$ cat src/rtl/div_pkg.sv
// Shared types and helpers for the restoring divider.
package div_pkg;

    localparam int STATE_W = 2;

    typedef enum logic [STATE_W-1:0] {
        ST_IDLE = 2'd0,
        ST_RUN  = 2'd1,
        ST_FIX  = 2'd2
    } div_state_e;

    // Two's-complement negate when neg is set; callers keep the low WIDTH bits,
    // which are correct for any WIDTH up to 32.
    function automatic logic [31:0] cond_negate(input logic [31:0] v, input logic neg);
        if (neg) begin
            return ~v + 32'd1;
        end else begin
            return v;
        end
    endfunction

endpackage

$ cat src/rtl/div_step.sv
// One restoring-division iteration: shift {A,Q} left, trial-subtract D, restore on borrow.
module div_step #(
    parameter int WIDTH = 8
) (
    input  logic [WIDTH-1:0] a_in,
    input  logic [WIDTH-1:0] q_in,
    input  logic [WIDTH-1:0] d_in,
    output logic [WIDTH-1:0] a_out,
    output logic [WIDTH-1:0] q_out
);

    logic [WIDTH:0] a_sh_s;
    logic [WIDTH:0] diff_s;

    // Trial subtraction on the WIDTH+1-bit accumulator; a set MSB means the result went negative.
    always_comb begin
        a_sh_s = {a_in, q_in[WIDTH-1]};
        diff_s = a_sh_s - {1'b0, d_in};
        q_out  = {q_in[WIDTH-2:0], ~diff_s[WIDTH]};
        if (diff_s[WIDTH]) begin
            // Restored value is below D, so it always fits in WIDTH bits.
            a_out = a_sh_s[WIDTH-1:0];
        end else begin
            a_out = diff_s[WIDTH-1:0];
        end
    end

endmodule

$ cat src/rtl/restoring_divider_n.sv
// Multi-cycle restoring divider, one quotient bit per cycle, optional signed mode.
module restoring_divider_n
    import div_pkg::*;
#(
    parameter int WIDTH     = 8,
    parameter bit SIGNED_EN = 1'b1
) (
    input  logic             Clock,
    input  logic             Resetn,
    input  logic             Go,
    input  logic             Mode,
    input  logic [WIDTH-1:0] Dividend,
    input  logic [WIDTH-1:0] Divisor,
    output logic [WIDTH-1:0] Quotient,
    output logic [WIDTH-1:0] Remainder,
    output logic             ResultValid,
    output logic             Busy,
    output logic             DivByZero
);

    localparam int CNT_W = $clog2(WIDTH + 1);

    div_state_e       state_r;
    div_state_e       next_state_s;
    logic             accept_s;
    logic [CNT_W-1:0] cnt_r;
    logic [WIDTH-1:0] a_r;
    logic [WIDTH-1:0] q_r;
    logic [WIDTH-1:0] d_r;
    logic [WIDTH-1:0] a_next_s;
    logic [WIDTH-1:0] q_next_s;
    logic             sq_r;
    logic             sr_r;
    logic             div0_r;
    logic [WIDTH-1:0] quotient_r;
    logic [WIDTH-1:0] remainder_r;
    logic             valid_r;
    logic             busy_r;
    logic             dbz_r;

    logic             signed_s;
    logic             dvd_neg_s;
    logic             dvs_neg_s;
    logic             dvs_zero_s;
    logic [WIDTH-1:0] dvd_mag_s;
    logic [WIDTH-1:0] dvs_mag_s;
    logic [WIDTH-1:0] quot_fix_s;
    logic [WIDTH-1:0] rem_fix_s;

    div_step #(.WIDTH(WIDTH)) u_step (
        .a_in  (a_r),
        .q_in  (q_r),
        .d_in  (d_r),
        .a_out (a_next_s),
        .q_out (q_next_s)
    );

    // Operand magnitudes at acceptance and sign-corrected results at FIX.
    always_comb begin
        signed_s   = SIGNED_EN & Mode;
        dvd_neg_s  = signed_s & Dividend[WIDTH-1];
        dvs_neg_s  = signed_s & Divisor[WIDTH-1];
        dvs_zero_s = (Divisor == {WIDTH{1'b0}});
        dvd_mag_s  = WIDTH'(cond_negate(32'(Dividend), dvd_neg_s));
        dvs_mag_s  = WIDTH'(cond_negate(32'(Divisor), dvs_neg_s));
        if (div0_r) begin
            // Zero divisor: q_r still holds the raw dividend.
            quot_fix_s = {WIDTH{1'b1}};
            rem_fix_s  = q_r;
        end else begin
            quot_fix_s = WIDTH'(cond_negate(32'(q_r), sq_r));
            rem_fix_s  = WIDTH'(cond_negate(32'(a_r), sr_r));
        end
    end

    // State register.
    always_ff @(posedge Clock) begin
        if (!Resetn) begin
            state_r <= ST_IDLE;
        end else begin
            state_r <= next_state_s;
        end
    end

    // Next-state logic and Go acceptance.
    always_comb begin
        next_state_s = state_r;
        accept_s     = 1'b0;
        case (state_r)
            ST_IDLE: begin
                if (Go) begin
                    accept_s     = 1'b1;
                    next_state_s = dvs_zero_s ? ST_FIX : ST_RUN;
                end else begin
                    next_state_s = ST_IDLE;
                end
            end
            ST_RUN: begin
                if (cnt_r == {CNT_W{1'b0}}) begin
                    next_state_s = ST_FIX;
                end else begin
                    next_state_s = ST_RUN;
                end
            end
            ST_FIX:  next_state_s = ST_IDLE;
            default: next_state_s = ST_IDLE;
        endcase
    end

    // Datapath: capture on acceptance, iterate in RUN, publish results in FIX.
    always_ff @(posedge Clock) begin
        if (!Resetn) begin
            cnt_r       <= {CNT_W{1'b0}};
            a_r         <= {WIDTH{1'b0}};
            q_r         <= {WIDTH{1'b0}};
            d_r         <= {WIDTH{1'b0}};
            sq_r        <= 1'b0;
            sr_r        <= 1'b0;
            div0_r      <= 1'b0;
            quotient_r  <= {WIDTH{1'b0}};
            remainder_r <= {WIDTH{1'b0}};
            valid_r     <= 1'b0;
            busy_r      <= 1'b0;
            dbz_r       <= 1'b0;
        end else begin
            case (state_r)
                ST_IDLE: begin
                    if (accept_s) begin
                        cnt_r   <= CNT_W'(WIDTH - 1);
                        a_r     <= {WIDTH{1'b0}};
                        q_r     <= dvs_zero_s ? Dividend : dvd_mag_s;
                        d_r     <= dvs_mag_s;
                        sq_r    <= dvd_neg_s ^ dvs_neg_s;
                        sr_r    <= dvd_neg_s;
                        div0_r  <= dvs_zero_s;
                        valid_r <= 1'b0;
                        busy_r  <= 1'b1;
                        dbz_r   <= 1'b0;
                    end else begin
                        busy_r  <= 1'b0;
                    end
                end
                ST_RUN: begin
                    a_r <= a_next_s;
                    q_r <= q_next_s;
                    if (cnt_r != {CNT_W{1'b0}}) begin
                        cnt_r <= cnt_r - CNT_W'(1);
                    end else begin
                        cnt_r <= {CNT_W{1'b0}};
                    end
                end
                ST_FIX: begin
                    quotient_r  <= quot_fix_s;
                    remainder_r <= rem_fix_s;
                    dbz_r       <= div0_r;
                    valid_r     <= 1'b1;
                    busy_r      <= 1'b0;
                end
                default: begin
                    busy_r <= 1'b0;
                end
            endcase
        end
    end

    assign Quotient    = quotient_r;
    assign Remainder   = remainder_r;
    assign ResultValid = valid_r;
    assign Busy        = busy_r;
    assign DivByZero   = dbz_r;

endmodule

$ cat config.mk
export PLATFORM = sky130hd
export DESIGN_NAME = restoring_divider_n
export DESIGN_NICKNAME = d
export VERILOG_FILES = /design/src/rtl/div_pkg.sv /design/src/rtl/div_step.sv /design/src/rtl/restoring_divider_n.sv
export SDC_FILE = /design/constraint.sdc
export NUM_CORES = 1
export LEC_CHECK = 0
export ABC_AREA = 1
export CAP_MARGIN = 40
export CORE_UTILIZATION = 25
export CTS_CLUSTER_DIAMETER = 120
export DETAILED_ROUTE_END_ITERATION = 8
export GPL_TIMING_DRIVEN = 0
export PLACE_DENSITY_LB_ADDON = 0.2
export SYNTH_ARGS = -nofsm -noshare
export SYNTH_HDL_FRONTEND = slang
export SYNTH_SLANG_ARGS = --single-unit
$ cat constraint.sdc
create_clock -name Clock -period 3.4 [get_ports Clock]
set_clock_uncertainty 0.05 [all_clocks]
set_input_delay 0.68 -clock Clock [delete_from_list [all_inputs] [get_ports Clock]]
set_output_delay 0.68 -clock Clock [all_outputs]
set_load 0.05 [all_outputs]
Word-level counts from Yosys, hierarchy flattened
Cells that the tools add are included.
{ "totals": {"register_bits": 52, "inputBits": 20, "out_inout_bits": 19, "elab_cells": 65} }
{ "classes": {"n_addsub": 6, "n_eq_ne": 3, "n_mux": 26, "n_bitwise": 8, "n_reduce_logical": 9} }
{ "op_table": {"columns": ["op", "n"], "rows": [
  ["$mux W8", 10],
  ["$add A8 B1 Y8 const B", 4],
  ["$not A8 Y8", 4],
  ["$pmux W8 S2", 2],
  ["$sub A9 B8 Y9", 1],
  ["$logic_not A8 Y1", 1],
  ["$mux W4", 2],
  ["$pmux W4 S2", 1],
  ["$mux W2", 3],
  ["$pmux W1 S2", 3],
  ["$reduce_and A2 Y1", 3],
  ["$logic_not A4 Y1", 1],
  ["$mux W1", 4],
  ["$pmux W2 S2", 1],
  ["$reduce_bool A2 Y1", 2],
  ["$reduce_bool A4 Y1", 1],
  ["$sub A4 B1 Y4 const B", 1],
  ["$and A1 B1 Y1", 2],
  ["$eq A2 B1 Y1 const B", 1],
  ["$eq A2 B2 Y1 const B", 1],
  ["$logic_not A2 Y1", 1],
  ["$ne A2 B2 Y1 const B", 1],
  ["$not A1 Y1", 1],
  ["$xor A1 B1 Y1", 1]
]} }

Logic depth before layout (Yosys ltp)
{ "logic_depth": {"word_depth": 6, "mapped_depth": 13, "depth_no_buf": 13} }

Cells and area by module
A second synthesis with hierarchy kept.
{ "unflattened": {"hier_cells": 512, "area_unflattened_um2": 3339.5} }
{ "by_module_without_submodules": {"columns": ["module", "n_inst", "cells_each", "area_per_inst_um2"], "rows": [
  ["restoring_divider_n", 1, 400, 2696.3],
  ["div_step", 1, 112, 643.1]
]} }

Least setup slack after synthesis
No wires, ideal clock.
{ "synth_timing": {"path_type": "reg2reg", "start": "register q_r[7]", "end": "register a_r[2]", "t_arrival_ns": 1.690, "required_time_ns": 3.214, "setup_slack_ns": 1.523, "stages_incl_launch_ff": 13, "cell_sequence": "dfxtp_1 -> inv_1 -> ha_1 -> inv_1 -> fa_1 -> nand2_2 -> nand2_4 -> nand3_4 -> nand3_4 -> nand2_8 -> nand2_2 -> nand3_2 -> a21oi_2"} }
{ "synth_between": {"elab_chain_len": 3} }
{ "synth_lines": {"columns": ["element", "line", "text"], "rows": [
  ["start, declared", "restoring_divider_n.sv:28", "logic [WIDTH-1:0] q_r;"],
  ["start signal, assigned", "restoring_divider_n.sv:115", "q_r <= {WIDTH{1'b0}};"],
  ["start signal, assigned", "restoring_divider_n.sv:131", "q_r <= dvs_zero_s ? Dividend : dvd_mag_s;"],
  ["start signal, assigned", "restoring_divider_n.sv:145", "q_r <= q_next_s;"],
  ["$sub A9 B8 Y9", "div_step.sv:18", "diff_s = a_sh_s - {1'b0, d_in};"],
  ["$mux W8", "div_step.sv:20", "if (diff_s[WIDTH]) begin"],
  ["$pmux W8 S2", "restoring_divider_n.sv:126", "case (state_r)"],
  ["end signal, assigned", "restoring_divider_n.sv:114", "a_r <= {WIDTH{1'b0}};"],
  ["end signal, assigned", "restoring_divider_n.sv:130", "a_r <= {WIDTH{1'b0}};"],
  ["end signal, assigned", "restoring_divider_n.sv:144", "a_r <= a_next_s;"],
  ["end, declared", "restoring_divider_n.sv:27", "logic [WIDTH-1:0] a_r;"]
]} }
No other way between the ends.
A chain may end at the register's enable or synchronous reset.

Final worst setup path
{ "layout_timing": {"start": "register valid_r, in the netlist ResultValid", "end": "output port ResultValid"} }
{ "layout_lines": {"columns": ["element", "line", "text"], "rows": [
  ["start, declared", "restoring_divider_n.sv:37", "logic valid_r;"],
  ["start signal, assigned", "restoring_divider_n.sv:122", "valid_r <= 1'b0;"],
  ["start signal, assigned", "restoring_divider_n.sv:136", "valid_r <= 1'b0;"],
  ["start signal, assigned", "restoring_divider_n.sv:156", "valid_r <= 1'b1;"],
  ["end, declared", "restoring_divider_n.sv:16", "output logic ResultValid,"]
]} }
No word-level cell between the ends.

==> results.md <==
- Top cells by area in the synthesized netlist: sky130_fd_sc_hd__dfxtp_1 31%, sky130_fd_sc_hd__nand2_1 13%, sky130_fd_sc_hd__nand3_1 7.1%, sky130_fd_sc_hd__inv_1 6.9%, sky130_fd_sc_hd__a21oi_1 4.5%
- Arrival time at the worst endpoint: 1490 ps
- Cts-stage hold buffer count: 0
- Number of cells traversed by the worst register-to-register path: 12
- Capturing point of the worst reg2reg path: a_r[4]
- Startpoint of the tightest hold check path: cnt_r[3]
- Top Family by Delay on Critical Path: buffers and inverters
- Design area: 0.004106 sq mm
- Post-synth top area cell: sky130_fd_sc_hd__dfxtp_1
- Internal Dissipation: 1413 uW
- Capturing element type of the critical path: primary output
- Count of unresolved DRC violations after routing: 0
- Cell area after synthesis: 0.003327 sq mm
- Largest net degree at the start of global routing: 18
- Final setup violation count: 0
- Sw frac: 38.15%
- Worst Hold Slack: 405.9 ps
- Predominant post-synthesis flop cell: sky130_fd_sc_hd__dfxtp_1
- Setup Buffers After CTS: 0
- Crit Path Category: flip-flop to primary output
- Standard cell core area: 0.01277 sq mm
- Sequential cell area fraction in the yosys report: 31.29%
- Slew Limit Headroom: 55.69%
- Most numerous cell in the Yosys netlist: sky130_fd_sc_hd__nand2_1
- Maximum achievable frequency: 0.4498 GHz
- Number of nets at the end of the flow: 559
- Number of antenna-violating nets in the routed design: 0
- Number of hold violations in the final report: 0
- Antenna diode instance count: 0
- Number of maximum-capacitance violations: 0
- Proportion of register bits with asynchronous set or reset after synthesis: 0%
- Kind of launch point of the worst setup path: flip-flop
- Period minus WS final: 2223 ps
- Combinational cell fraction of total power: 39.7%
- Library cells used by synthesis: 42
- Warning count from the yosys run: 0
- Y dimension of the die: 117.4 um
- Most frequent cells after synthesis: 112 x sky130_fd_sc_hd__nand2_1, 61 x sky130_fd_sc_hd__inv_1, 52 x sky130_fd_sc_hd__dfxtp_1
- Setup repair after global routing missed its margin: no
- Global-route wire length before repair: 15.35 mm
- Run status: finished clean
- Worst IR Drop VDD: 0.2132 mV
- Number of enable flip-flop cells after synthesis: 0
- Clock transition at the register clock pins on the worst setup and hold paths after CTS: 70 ps
- Violation count after the first detailed-routing iteration: 125
- Final TNS setup: 0 ps
- P_leak: 0.001715 uW
- Period utilisation layout: 65.39%
- Sum of overflow across all layers after global routing: 0
- Switching power: 872.0 uW
- Width of the die: 117.4 um
- Maximum level of the CTS H-tree: 2
- Routed wire length per instance: 12.82 um
- Effective utilization at floorplan: 26.05%
- Synthesized instance count: 482
- Routed vias/inst: 4.539
- DRT Pass-1 Iters: 4
- Buf+Inv Stages, Crit Path: 1
- Synthesized netlist net count: 515
- Root buffer cell: sky130_fd_sc_hd__clkbuf_16
- Layout Area Growth over Synthesis: 23.43%
- Worst hold endpoint: cnt_r[3]
- Final Util: 32.15%
- Library cell contributing the largest single delay on the critical path: sky130_fd_sc_hd__clkdlybuf4s50_1
- Proportion of power drawn by the clock network: 29.0%
- Tightest Pin Transition: 664.7 ps
- CTS tree: done
- Worst setup slack for register-to-register paths: 1240 ps
- TritonCTS Sinks: 52
- Largest stage delay on the critical path: 820 ps
- Critical Path, Cell by Cell: clkdlybuf4s50_1
- Worst r2r src: q_r[7]
- Number of placement rows: 41
- Wirelength, routed: 8.963 mm
- Worst Hold Path Cells: 2
- DP Area: 0.003913 sq mm
- Worst min-delay path category: flip-flop to flip-flop
- Slew Limit Fails: 0
- Post-synthesis register bit count: 52
- Final RePlAce weighted congestion: 0.7900
- Stages on the worst setup path: 1
- Number of top-level pins: 39
- Post-detailed-placement half-perimeter wirelength: 7.221 mm
- Data required time of the critical path: 2670 ps
- Aggregate global-route resource usage: 13.58%
- Post-CTS sizing: 0
- Total power divided by cell area: 556.5 mW/mm^2
- Total number of vias: 3,173
- Post-synthesis average cell area: 6.902 sq um
- Clock network latency to the later pin of the worst-skew pair: 290 ps
- Share of power burned in registers: 31.3%
- Maximum fanout along the worst path: 2
- Vias in the first global route: 3,135
- Initial antenna violation count: 0
- DIE AREA: 0.01377 sq mm
- Buffer levels on the longest clock path: 2
- Quantity of I/O buffers inserted on ports: 37
- Fraction of post-synthesis cell area in the top cell type by area: 31.29%
- Share of layout cells above drive strength 1: 13.28%
- Inserted Clock Buffers: 5
[cells by family (layout without fill, tap and decap cells)]
group / Yosys count / in the layout / share of synthesized area, %
AND/OR/NAND/NOR: 229 / 229 / 33.88
AO/OA/AOI/OAI: 94 / 94 / 17.45
buffers and inverters: 89 / 134 / 10.94
flip-flops: 52 / 52 / 31.29
adder cells (fa/ha/maj): 13 / 13 / 5.115
XOR/XNOR: 5 / 5 / 1.317
[per-layer routing]
metal,global-route usage [%],routed length [um],vias to the layer above
met5,0,0,-
met4,3.003,102,0
met3,1.848,243,10
met2,22.00,3979,52
met1,18.97,4637,1438
li1,-,-,1673
[worst max-delay path by stage]
stage / start / slack, ps / to
2_1_floorplan: q_r[7] / 1520 / a_r[2]
3_3_place_gp: Divisor[1] / 920 / q_r[1]
3_5_place_dp: Divisor[1] / 920 / q_r[1]
4_1_cts: ResultValid / 1180 / ResultValid
5_1_grt: Divisor[1] / 1080 / q_r[1]
6_report: ResultValid / 1180 / ResultValid
[state kept, by name, indices dropped and copies added (netlist names)]
name         cells
a_r              8
div0_r           1
Remainder        8
cnt_r            4
ResultValid      1
Quotient         8
sq_r             1
DivByZero        1
state_r          2
d_r              8
q_r              8
sr_r             1
Busy             1
[power groups by stage]
| stage | registers (uW) | clock network (uW) | logic (uW) |
|---|---|---|---|
| floorplan | 740 | 0 | 700 |
| global placement | 728 | 0 | 904 |
| detailed placement | 729 | 0 | 912 |
| CTS | 715 | 682 | 916 |
| global route | 722 | 705 | 1020 |
| finish | 715 | 662 | 908 |
[cell type report]
class	count	area [sq um]
fill	1378	8667
multi-input combinational	341	1922
sequential	52	1041
timing repair buffer	37	370.4
inverter	75	284.0
tap	172	215.2
clock buffer	5	125.1
buffer	14	80.08
clock inverter	3	68.82
[cell usage in the layout, fill, tap and decap left out, types with 3 or more instances in the layout]
master / count
sky130_fd_sc_hd__ha_1: 12
sky130_fd_sc_hd__inv_2: 12
sky130_fd_sc_hd__nand3_2: 7
sky130_fd_sc_hd__clkdlybuf4s50_1: 37
sky130_fd_sc_hd__a21oi_2: 7
sky130_fd_sc_hd__clkbuf_1: 3
sky130_fd_sc_hd__nor3_1: 3
sky130_fd_sc_hd__nand2_2: 9
sky130_fd_sc_hd__a31oi_1: 11
sky130_fd_sc_hd__o21ai_0: 12
sky130_fd_sc_hd__nand2_1: 112
sky130_fd_sc_hd__a22oi_1: 7
sky130_fd_sc_hd__a21oi_1: 30
sky130_fd_sc_hd__xor2_1: 3
sky130_fd_sc_hd__nor2_4: 4
sky130_fd_sc_hd__o221ai_1: 4
sky130_fd_sc_hd__nand2_4: 3
sky130_fd_sc_hd__o211ai_1: 3
sky130_fd_sc_hd__nor2_1: 32
sky130_fd_sc_hd__dfxtp_1: 52
sky130_fd_sc_hd__o21ai_1: 14
sky130_fd_sc_hd__inv_1: 61
sky130_fd_sc_hd__nand3_1: 47
sky130_fd_sc_hd__clkbuf_16: 5
sky130_fd_sc_hd__buf_2: 8
sky130_fd_sc_hd__nand3b_1: 3
[metrics by stage]
stage,power (uW),instances,worst slack [ps]
after floorplan,1440,482,1523
after global placement,1632,691,918.1
after detailed placement,1642,691,919.1
after CTS,2313,699,1179
after global routing,2450,699,1084
final,2285,699,1177
Power figures use the tool's default switching activity.
